$ cat src/rtl/serial_add_ctrl.sv
// -----------------------------------------------------------------------------
// serial_add_ctrl
//
// Bit-serial adder controller. A single gate-level FullAdder cell is
// time-shared across a WIDTH-bit operand pair: operands and carry-in are
// latched on an accepted start, then one bit per clock is fed to the cell,
// LSB first, with the carry recirculated through a flop. The registered
// WIDTH-bit sum and carry-out are published together with a one-cycle done
// pulse. Latency is traded for area versus a WIDTH-cell ripple adder.
//
// Ports
//   clk          in   1      sole clock, rising edge
//   rst          in   1      synchronous, active-high reset
//   start        in   1      operation request (sampled only in IDLE)
//   a            in   WIDTH  operand A, captured on the accepting edge
//   b            in   WIDTH  operand B, captured on the accepting edge
//   cin          in   1      carry-in, captured on the accepting edge
//   busy         out  1      high while RUN or DONE
//   done         out  1      one-cycle pulse, sum/cout valid
//   sum          out  WIDTH  registered result, held until next completion
//   cout         out  1      registered carry-out, held until next completion
//   o_dbg_state  out  2      current FSM state (debug observation only)
//
// Request handshake: a request is accepted on any rising edge where
// start=1 and busy=0 (FSM in IDLE). While busy=1, start is ignored -- it is
// neither queued nor latched -- so a requester must wait for busy=0 and keep
// start high until the edge on which busy is observed low. A completed
// operation is signalled by done=1 for exactly one cycle; sum/cout stay
// valid after that until the next operation completes.
// -----------------------------------------------------------------------------

// Gate-level one-bit full adder: the single arithmetic cell of the datapath.
//   A, B, Cin  in   1  addend bits and carry-in
//   Sum, Cout  out  1  sum bit and carry-out
module FullAdder (
  input  logic A,
  input  logic B,
  input  logic Cin,
  output logic Sum,
  output logic Cout
);

  logic w_axb;
  logic w_ab;
  logic w_cx;

  xor g_x0 (w_axb, A, B);
  xor g_x1 (Sum, w_axb, Cin);
  and g_a0 (w_ab, A, B);
  and g_a1 (w_cx, w_axb, Cin);
  or  g_o0 (Cout, w_ab, w_cx);

endmodule

module serial_add_ctrl #(
  parameter int WIDTH = 8
) (
  input  logic             clk,
  input  logic             rst,
  input  logic             start,
  input  logic [WIDTH-1:0] a,
  input  logic [WIDTH-1:0] b,
  input  logic             cin,
  output logic             busy,
  output logic             done,
  output logic [WIDTH-1:0] sum,
  output logic             cout,
  output logic [1:0]       o_dbg_state
);

  // Counter must be able to hold WIDTH, the value it reaches after the
  // final bit has been processed.
  localparam int CW = $clog2(WIDTH + 1);
  localparam logic [CW-1:0] LAST_BIT = CW'(WIDTH - 1);

  typedef enum logic [1:0] {
    ST_IDLE = 2'd0,
    ST_RUN  = 2'd1,
    ST_DONE = 2'd2
  } state_t;

  // ---------------------------------------------------------------------------
  // State and datapath registers
  // ---------------------------------------------------------------------------
  state_t           r_state;
  logic [WIDTH-1:0] r_sa;
  logic [WIDTH-1:0] r_sb;
  logic [WIDTH-1:0] r_sr;
  logic             r_c;
  logic [CW-1:0]    r_cnt;
  logic [WIDTH-1:0] r_sum;
  logic             r_cout;

  // ---------------------------------------------------------------------------
  // Combinational signals
  // ---------------------------------------------------------------------------
  state_t           w_state_next;
  logic             w_load;     // accept a request this edge
  logic             w_step;     // process one bit this edge
  logic             w_last;     // this edge processes bit WIDTH-1
  logic             w_fa_sum;
  logic             w_fa_cout;
  logic [WIDTH-1:0] w_sr_next;

  // ---------------------------------------------------------------------------
  // The shared adder cell: always looks at the current LSBs and carry flop.
  // Its outputs are only consumed while stepping.
  // ---------------------------------------------------------------------------
  FullAdder u_fa (
    .A    (r_sa[0]),
    .B    (r_sb[0]),
    .Cin  (r_c),
    .Sum  (w_fa_sum),
    .Cout (w_fa_cout)
  );

  // New sum bit enters at the MSB so that after WIDTH steps the first bit
  // computed (bit 0) has walked down to position 0.
  generate
    if (WIDTH == 1) begin : g_sr_w1
      assign w_sr_next = w_fa_sum;
    end else begin : g_sr_wn
      assign w_sr_next = {w_fa_sum, r_sr[WIDTH-1:1]};
    end
  endgenerate

  // ---------------------------------------------------------------------------
  // FSM: next-state and control decode
  // ---------------------------------------------------------------------------
  always_comb begin
    w_state_next = r_state;
    w_load       = 1'b0;
    w_step       = 1'b0;
    w_last       = 1'b0;
    case (r_state)
      ST_IDLE: begin
        if (start) begin
          w_load       = 1'b1;
          w_state_next = ST_RUN;
        end
      end
      ST_RUN: begin
        w_step = 1'b1;
        if (r_cnt == LAST_BIT) begin
          w_last       = 1'b1;
          w_state_next = ST_DONE;
        end
      end
      ST_DONE: begin
        // Mandatory single cycle back in IDLE before the next acceptance.
        w_state_next = ST_IDLE;
      end
      default: begin
        w_state_next = ST_IDLE;
      end
    endcase
  end

  // ---------------------------------------------------------------------------
  // FSM: state register
  // ---------------------------------------------------------------------------
  always_ff @(posedge clk) begin
    if (rst) begin
      r_state <= ST_IDLE;
    end else begin
      r_state <= w_state_next;
    end
  end

  // ---------------------------------------------------------------------------
  // Datapath registers
  // ---------------------------------------------------------------------------
  always_ff @(posedge clk) begin
    if (rst) begin
      r_sa   <= '0;
      r_sb   <= '0;
      r_sr   <= '0;
      r_c    <= 1'b0;
      r_cnt  <= '0;
      r_sum  <= '0;
      r_cout <= 1'b0;
    end else begin
      if (w_load) begin
        r_sa  <= a;
        r_sb  <= b;
        r_c   <= cin;
        r_cnt <= '0;
      end
      if (w_step) begin
        r_c   <= w_fa_cout;
        r_sr  <= w_sr_next;
        r_sa  <= r_sa >> 1;
        r_sb  <= r_sb >> 1;
        r_cnt <= r_cnt + CW'(1);
      end
      // Published result changes only here, so it stays stable while the
      // following operation is still running.
      if (w_last) begin
        r_sum  <= w_sr_next;
        r_cout <= w_fa_cout;
      end
    end
  end

  // ---------------------------------------------------------------------------
  // Outputs
  // ---------------------------------------------------------------------------
  assign busy        = (r_state == ST_RUN) || (r_state == ST_DONE);
  assign done        = (r_state == ST_DONE);
  assign sum         = r_sum;
  assign cout        = r_cout;
  assign o_dbg_state = r_state;

endmodule

$ cat config.mk
export PLATFORM = sky130hd
export DESIGN_NAME = serial_add_ctrl
export DESIGN_NICKNAME = d
export VERILOG_FILES = /design/src/rtl/serial_add_ctrl.sv
export SDC_FILE = /design/constraint.sdc
export NUM_CORES = 1
export LEC_CHECK = 0
export CAP_MARGIN = 20
export CELL_PAD_IN_SITES_DETAIL_PLACEMENT = 1
export CELL_PAD_IN_SITES_GLOBAL_PLACEMENT = 2
export CORE_ASPECT_RATIO = 1.25
export CORE_MARGIN = 1
export CORE_UTILIZATION = 33
export DETAILED_ROUTE_END_ITERATION = 10
export GPL_TIMING_DRIVEN = 0
export PLACE_DENSITY = 0.8
export SYNTH_ARGS = -nofsm -noshare
export SYNTH_HDL_FRONTEND = slang
export SYNTH_SLANG_ARGS = --single-unit
$ cat constraint.sdc
create_clock -name clk -period 2.8 [get_ports clk]
set_clock_uncertainty 0.05 [all_clocks]
set_input_delay 0.42 -clock clk [delete_from_list [all_inputs] [get_ports clk]]
set_output_delay 0.42 -clock clk [all_outputs]
set_load 0.01 [all_outputs]
Yosys cells after proc, flatten, opt, wreduce, memory -nomap -nowiden
Index checks and enable logic that the tools add are counted.
W data, S select, Z words.
{"block": "classes", "n_addsub": 1, "n_eq_ne": 5, "n_mux": 16, "bitwise": 5, "reduce_logical": 5}
{"operator": "$mux W7", "n": 4}
{"operator": "$mux W4", "n": 2}
{"operator": "$mux W1", "n": 7}
{"operator": "$add A4 B1 Y4 const B", "n": 1}
{"operator": "$eq A4 B3 Y1 const B", "n": 1}
{"operator": "$mux W2", "n": 2}
{"operator": "$ne A2 B2 Y1 const B", "n": 2}
{"operator": "$pmux W2 S2", "n": 1}
{"operator": "$and A1 B1 Y1", "n": 2}
{"operator": "$eq A2 B1 Y1 const B", "n": 1}
{"operator": "$eq A2 B2 Y1 const B", "n": 1}
{"operator": "$logic_not A2 Y1", "n": 1}
{"operator": "$reduce_and A2 Y1", "n": 1}
{"operator": "$reduce_bool A2 Y1", "n": 1}
{"operator": "$reduce_or A2 Y1", "n": 1}
{"operator": "$xor A1 B1 Y1", "n": 2}
{"operator": "$logic_or A1 B1 Y1", "n": 1}
{"operator": "$or A1 B1 Y1", "n": 1}
{"block": "word_totals", "reg_bits": 40, "output_inout_bits": 13, "word_cells": 42}

Depth between registers and ports, before layout
{"block": "depth", "ltp_word": 4, "mapped_depth": 6}

By module
Synthesis repeated with hierarchy kept, for this count alone.
{"block": "unflattened", "hier_cells": 192, "area_unflattened_um2": 1767.9}
{"mod": "serial_add_ctrl", "instances": 1, "cells_each": 191, "area_each_um2": 1747.9, "seq_area_each_um2": 780.7}
{"mod": "FullAdder", "instances": 1, "cells_each": 1, "area_each_um2": 20.0, "seq_area_each_um2": 0.0}

Worst setup path after synthesis
Ideal clock, no wire load.
{"block": "synth_path", "path_type": "register -> register", "from": "register r_state[0] (netlist: o_dbg_state[0])", "to": "register r_sa[0]", "t_arrival_ns": 1.359, "required_time_ns": 2.620, "path_slack_ns": 1.261, "path_stages_with_launch": 7, "synth_period_minus_slack_ns": 1.539, "path_cell_list": "dfxtp_1 > inv_1 > ha_1 > clkbuf_2 > and3_1 > a211oi_2 > nor3_2"}
{"block": "synth_between", "elab_chain_len": 3}
{"element": "start: declaration", "line": "85", "rtl": "state_t r_state;"}
{"element": "start signal: assignment", "line": "166", "rtl": "r_state <= w_state_next;"}
{"element": "$eq A2 B1 Y1 or $logic_not A2 Y1 (tied branches)", "line": "135", "rtl": "case (r_state)"}
{"element": "$mux W1", "line": "135"}
{"element": "$mux W7 or $reduce_bool A2 Y1 (tied branches)"}
{"element": "end signal: assignment", "line": "192", "rtl": "r_sa <= r_sa >> 1;"}
{"element": "end: declaration", "line": "86", "rtl": "logic [WIDTH-1:0] r_sa;"}
Parallel ways exist; a longest one is shown, timed or not.
A chain may end at the register's enable or synchronous reset.

Final worst setup path
{"block": "layout_path", "from": "register r_state[0] (netlist: o_dbg_state[0])", "to": "output busy"}
{"block": "layout_between", "elab_chain_len": 2}
{"element": "$eq A2 B1 Y1 or $eq A2 B2 Y1 (tied branches)", "line": "208", "rtl": "assign busy = (r_state == ST_RUN) || (r_state == ST_DONE);"}
{"element": "$logic_or A1 B1 Y1 *", "line": "208"}
{"element": "end: declaration", "line": "64", "rtl": "output logic busy,"}
Mark *: on every way between the ends. The rest lies on a longest branch, timed or not.

==> summary.md <==
| Metric | Value |
|---|---|
| DIE AREA | `5590 µm²` |
| TritonCTS Buffers | `5` |
| Flops & latches, synth | `39` |
| Power Dens Cells | `771 nW/µm²` |
| Mapped Area | `1750 µm²` |
| Main area contributors after synthesis | `dfxtp_1 45%, a211oi_1 6.4%, mux2i_1 6.3%` |
| Max Clock Freq | `481 MHz` |
| Routed wl met3 | `160 µm` |
| Number of port buffers | `31` |
| R2R setup slack | `1.04 ns` |
| Share of layout cells above drive strength 1 | `0.121` |
| Worst setup SP type | `flip-flop` |
| Max-slew headroom at the worst pin | `0.658` |
| NumNets Final | `256` |
| Row count | `29` |
| Post-CTS Setup Inserts | `0` |
| Die extent in y | `83.3 µm` |
| M1 wire length | `2040 µm` |
| RSZ-0062 raised after global routing | `no` |
| Vias | `1469` |
| Post-synth top area cell | `dfxtp_1` |
| CP Class | `flip-flop to output port` |
| Synth cell types | `29` |
| P_sw | `0.562 mW` |
| Leak | `0.889 nW` |
| Sw frac | `0.324` |
| Clock sinks | `39` |
| Tcrit/Tclk final | `0.742` |
| Core ar. | `5080 µm²` |
| CP Capture Point | `busy` |
| Setup TNS | `0 ns` |
| H-tree depth | `2` |
| GR Overflow Total | `0` |
| Number of top-level pins | `33` |
| Max-cap violations | `0` |
| Finished Cell Area | `2250 µm²` |
| Clock Latency Late Sink | `0.29 ns` |
| Routed vias/inst | `5.01` |
| ANT nets after route | `0` |
| Hpwl dp | `3320 µm` |
| Post-Place Cell Area | `2130 µm²` |
| Hold Path Class | `flip-flop to flip-flop` |
| Layout Area Growth over Synthesis | `28.7%` |
| Tmin final | `2.08 ns` |
| Chip Width | `67.1 µm` |
| Worst path required time | `2.33 ns` |
| Worst Setup SP | `o_dbg_state[0]` |
| Logic pwr share | `0.320` |
| Crit-path max FO | `4` |
| Pwr Total | `1.73 mW` |
| Root Buffer | `clkbuf_8` |
| Reg power frac | `0.411` |
| Number of global-route vias before repair | `1559` |
| Initial DRC count | `50` |
| Syn nets | `218` |
| Status | `complete, no violations` |
| Worst R2R Path Depth | `6` |
| Clk slew on worst S/H paths | `0.07 ns` |
| GRT Overall Usage | `0.176` |
| Initial core utilization | `0.344` |
| Share of the yosys chip area belonging to registers | `0.447` |
| Cells after Synth | `192` |
| Internal power | `1.17 mW` |
| Syn_area_per_cell | `9.10 µm²` |
| Final setup violation count | `0` |
| Share of the synthesized area in the top cell type | `0.447` |
| First-pass GRT wire length | `7410 µm` |
| DRC Markers | `0` |
| CP endpoint kind | `output port` |
| Fin util | `0.442` |
| Cts hold-fix bufs | `0` |
| Placer Congestion | `0.700` |
| Clock Path Buffers | `2` |
| Worst r2r src | `o_dbg_state[0]` |
| Initial antenna violation count | `0` |
| R2r endpoint | `r_cnt[3]` |
| Worst Path Arrival | `1.61 ns` |
| Pre-antenna DRT Iters | `3` |
| Worst VDD drop | `0.360 mV` |
| Slew of the pin with the lowest slew margin | `0.513 ns` |
| Final Max Slew Viols | `0` |
| Length of routed met2 wiring | `2250 µm` |
| CTS tree | `yes` |
| Routed WL | `4510 µm` |
| Cts repair resizes | `0` |
| Top sig layer | `met4` |
| Largest net degree at the start of global routing | `14` |
| Routed wire per std cell | `15.4 µm` |
| YS warnings | `0` |
| Number of inserted diodes | `0` |
| Clock share of power | `0.270` |
| Final Hold Vio Count | `0` |
## per-stage QoR
| step | hold WS (ns) | instances | setup slack (ns) |
|---|---|---|---|
| detailed placement | 0.404 | 285 | 0.782 |
| global route | 0.437 | 293 | 0.627 |
| global placement | 0.394 | 285 | 0.804 |
| floorplan | 0.381 | 192 | 1.26 |
| CTS | 0.415 | 293 | 0.691 |
| finish | 0.412 | 293 | 0.722 |
## cells in the final DEF, fill, tap and decap left out, types with 2 or more instances in the layout
master	n
a211oi_1	15
clkbuf_2	2
nor2_1	9
nor3_1	16
a21oi_1	14
ha_1	5
and3_2	6
nand2_1	22
dfxtp_1	39
clkdlybuf4s50_1	31
inv_1	3
nand3b_1	3
buf_2	4
clkbuf_1	5
mux2i_1	11
nor2b_1	16
and3_1	9
clkbuf_8	5
## how the worst min path moves through the flow
stage	slack, ns	cells past startpoint	start	endpoint
global route	0.44	2	rst	r_sb[6]
global placement	0.39	2	sum[3]	sum[3]
CTS	0.42	2	sum[6]	sum[6]
floorplan	0.38	2	r_sr[1]	sum[0]
detailed placement	0.40	2	sum[6]	sum[6]
finish	0.41	2	sum[6]	sum[6]
## state kept, by name (all words and copies together), names as in the netlist
name         flops
sum              8
o_dbg_state      2
r_sb             8
r_cnt            4
r_c              1
r_sr             7
cout             1
r_sa             8
## critical path, stage by stage (launching register included)
cell and delay (ns):
dfxtp_1 0.38, inv_1 0.10, ha_1 0.30, clkdlybuf4s50_1 0.53
## synthesized netlist by cell type
library cell / number
and2b_2: 1
nand2_2: 1
buf_2: 4
o221a_2: 1
a211oi_1: 15
nand2_1: 22
nor3_2: 1
fa_1: 1
inv_1: 3
nor2_1: 9
clkbuf_1: 5
nor3_1: 16
ha_1: 5
a211oi_2: 1
and4b_1: 1
nand3b_1: 3
nand4b_2: 1
mux2i_1: 11
nor2b_1: 16
a21oi_1: 14
dfxtp_1: 39
o21a_1: 1
clkbuf_2: 2
and3_1: 9
buf_4: 1
nand3_1: 1
buf_6: 1
o21ai_0: 1
and3_2: 6
## area by class of cell
class	instances	area, µm²
fill	596	2830
tap	62	77.6
inverter	3	11.3
timing repair buffer	31	310
clock inverter	3	43.8
buffer	13	67.6
multi-input combinational	137	887
clock buffer	5	68.8
sequential	39	781
## logic make-up after synthesis
logic type,after synthesis,synth area share
fa+ha+maj,6,0.0473
buf+inv,16,0.0451
simple gates,87,0.272
flops,39,0.447
mux,11,0.0630
compound gates,33,0.125
## power groups by stage
stage	clock, mW	combinational [mW]	sequential (mW)
finish	0.467	0.554	0.711
global route	0.504	0.618	0.725
CTS	0.478	0.562	0.712
detailed placement	0	0.559	0.725
global placement	0	0.535	0.717
floorplan	0	0.396	0.706
## routing by layer
metal,global-route usage,vias to the layer above
met5,0,-
met4,0.0522,0
met3,0.0412,6
met2,0.298,24
met1,0.214,698
li1,-,741
(Power assumes the default switching activity.)
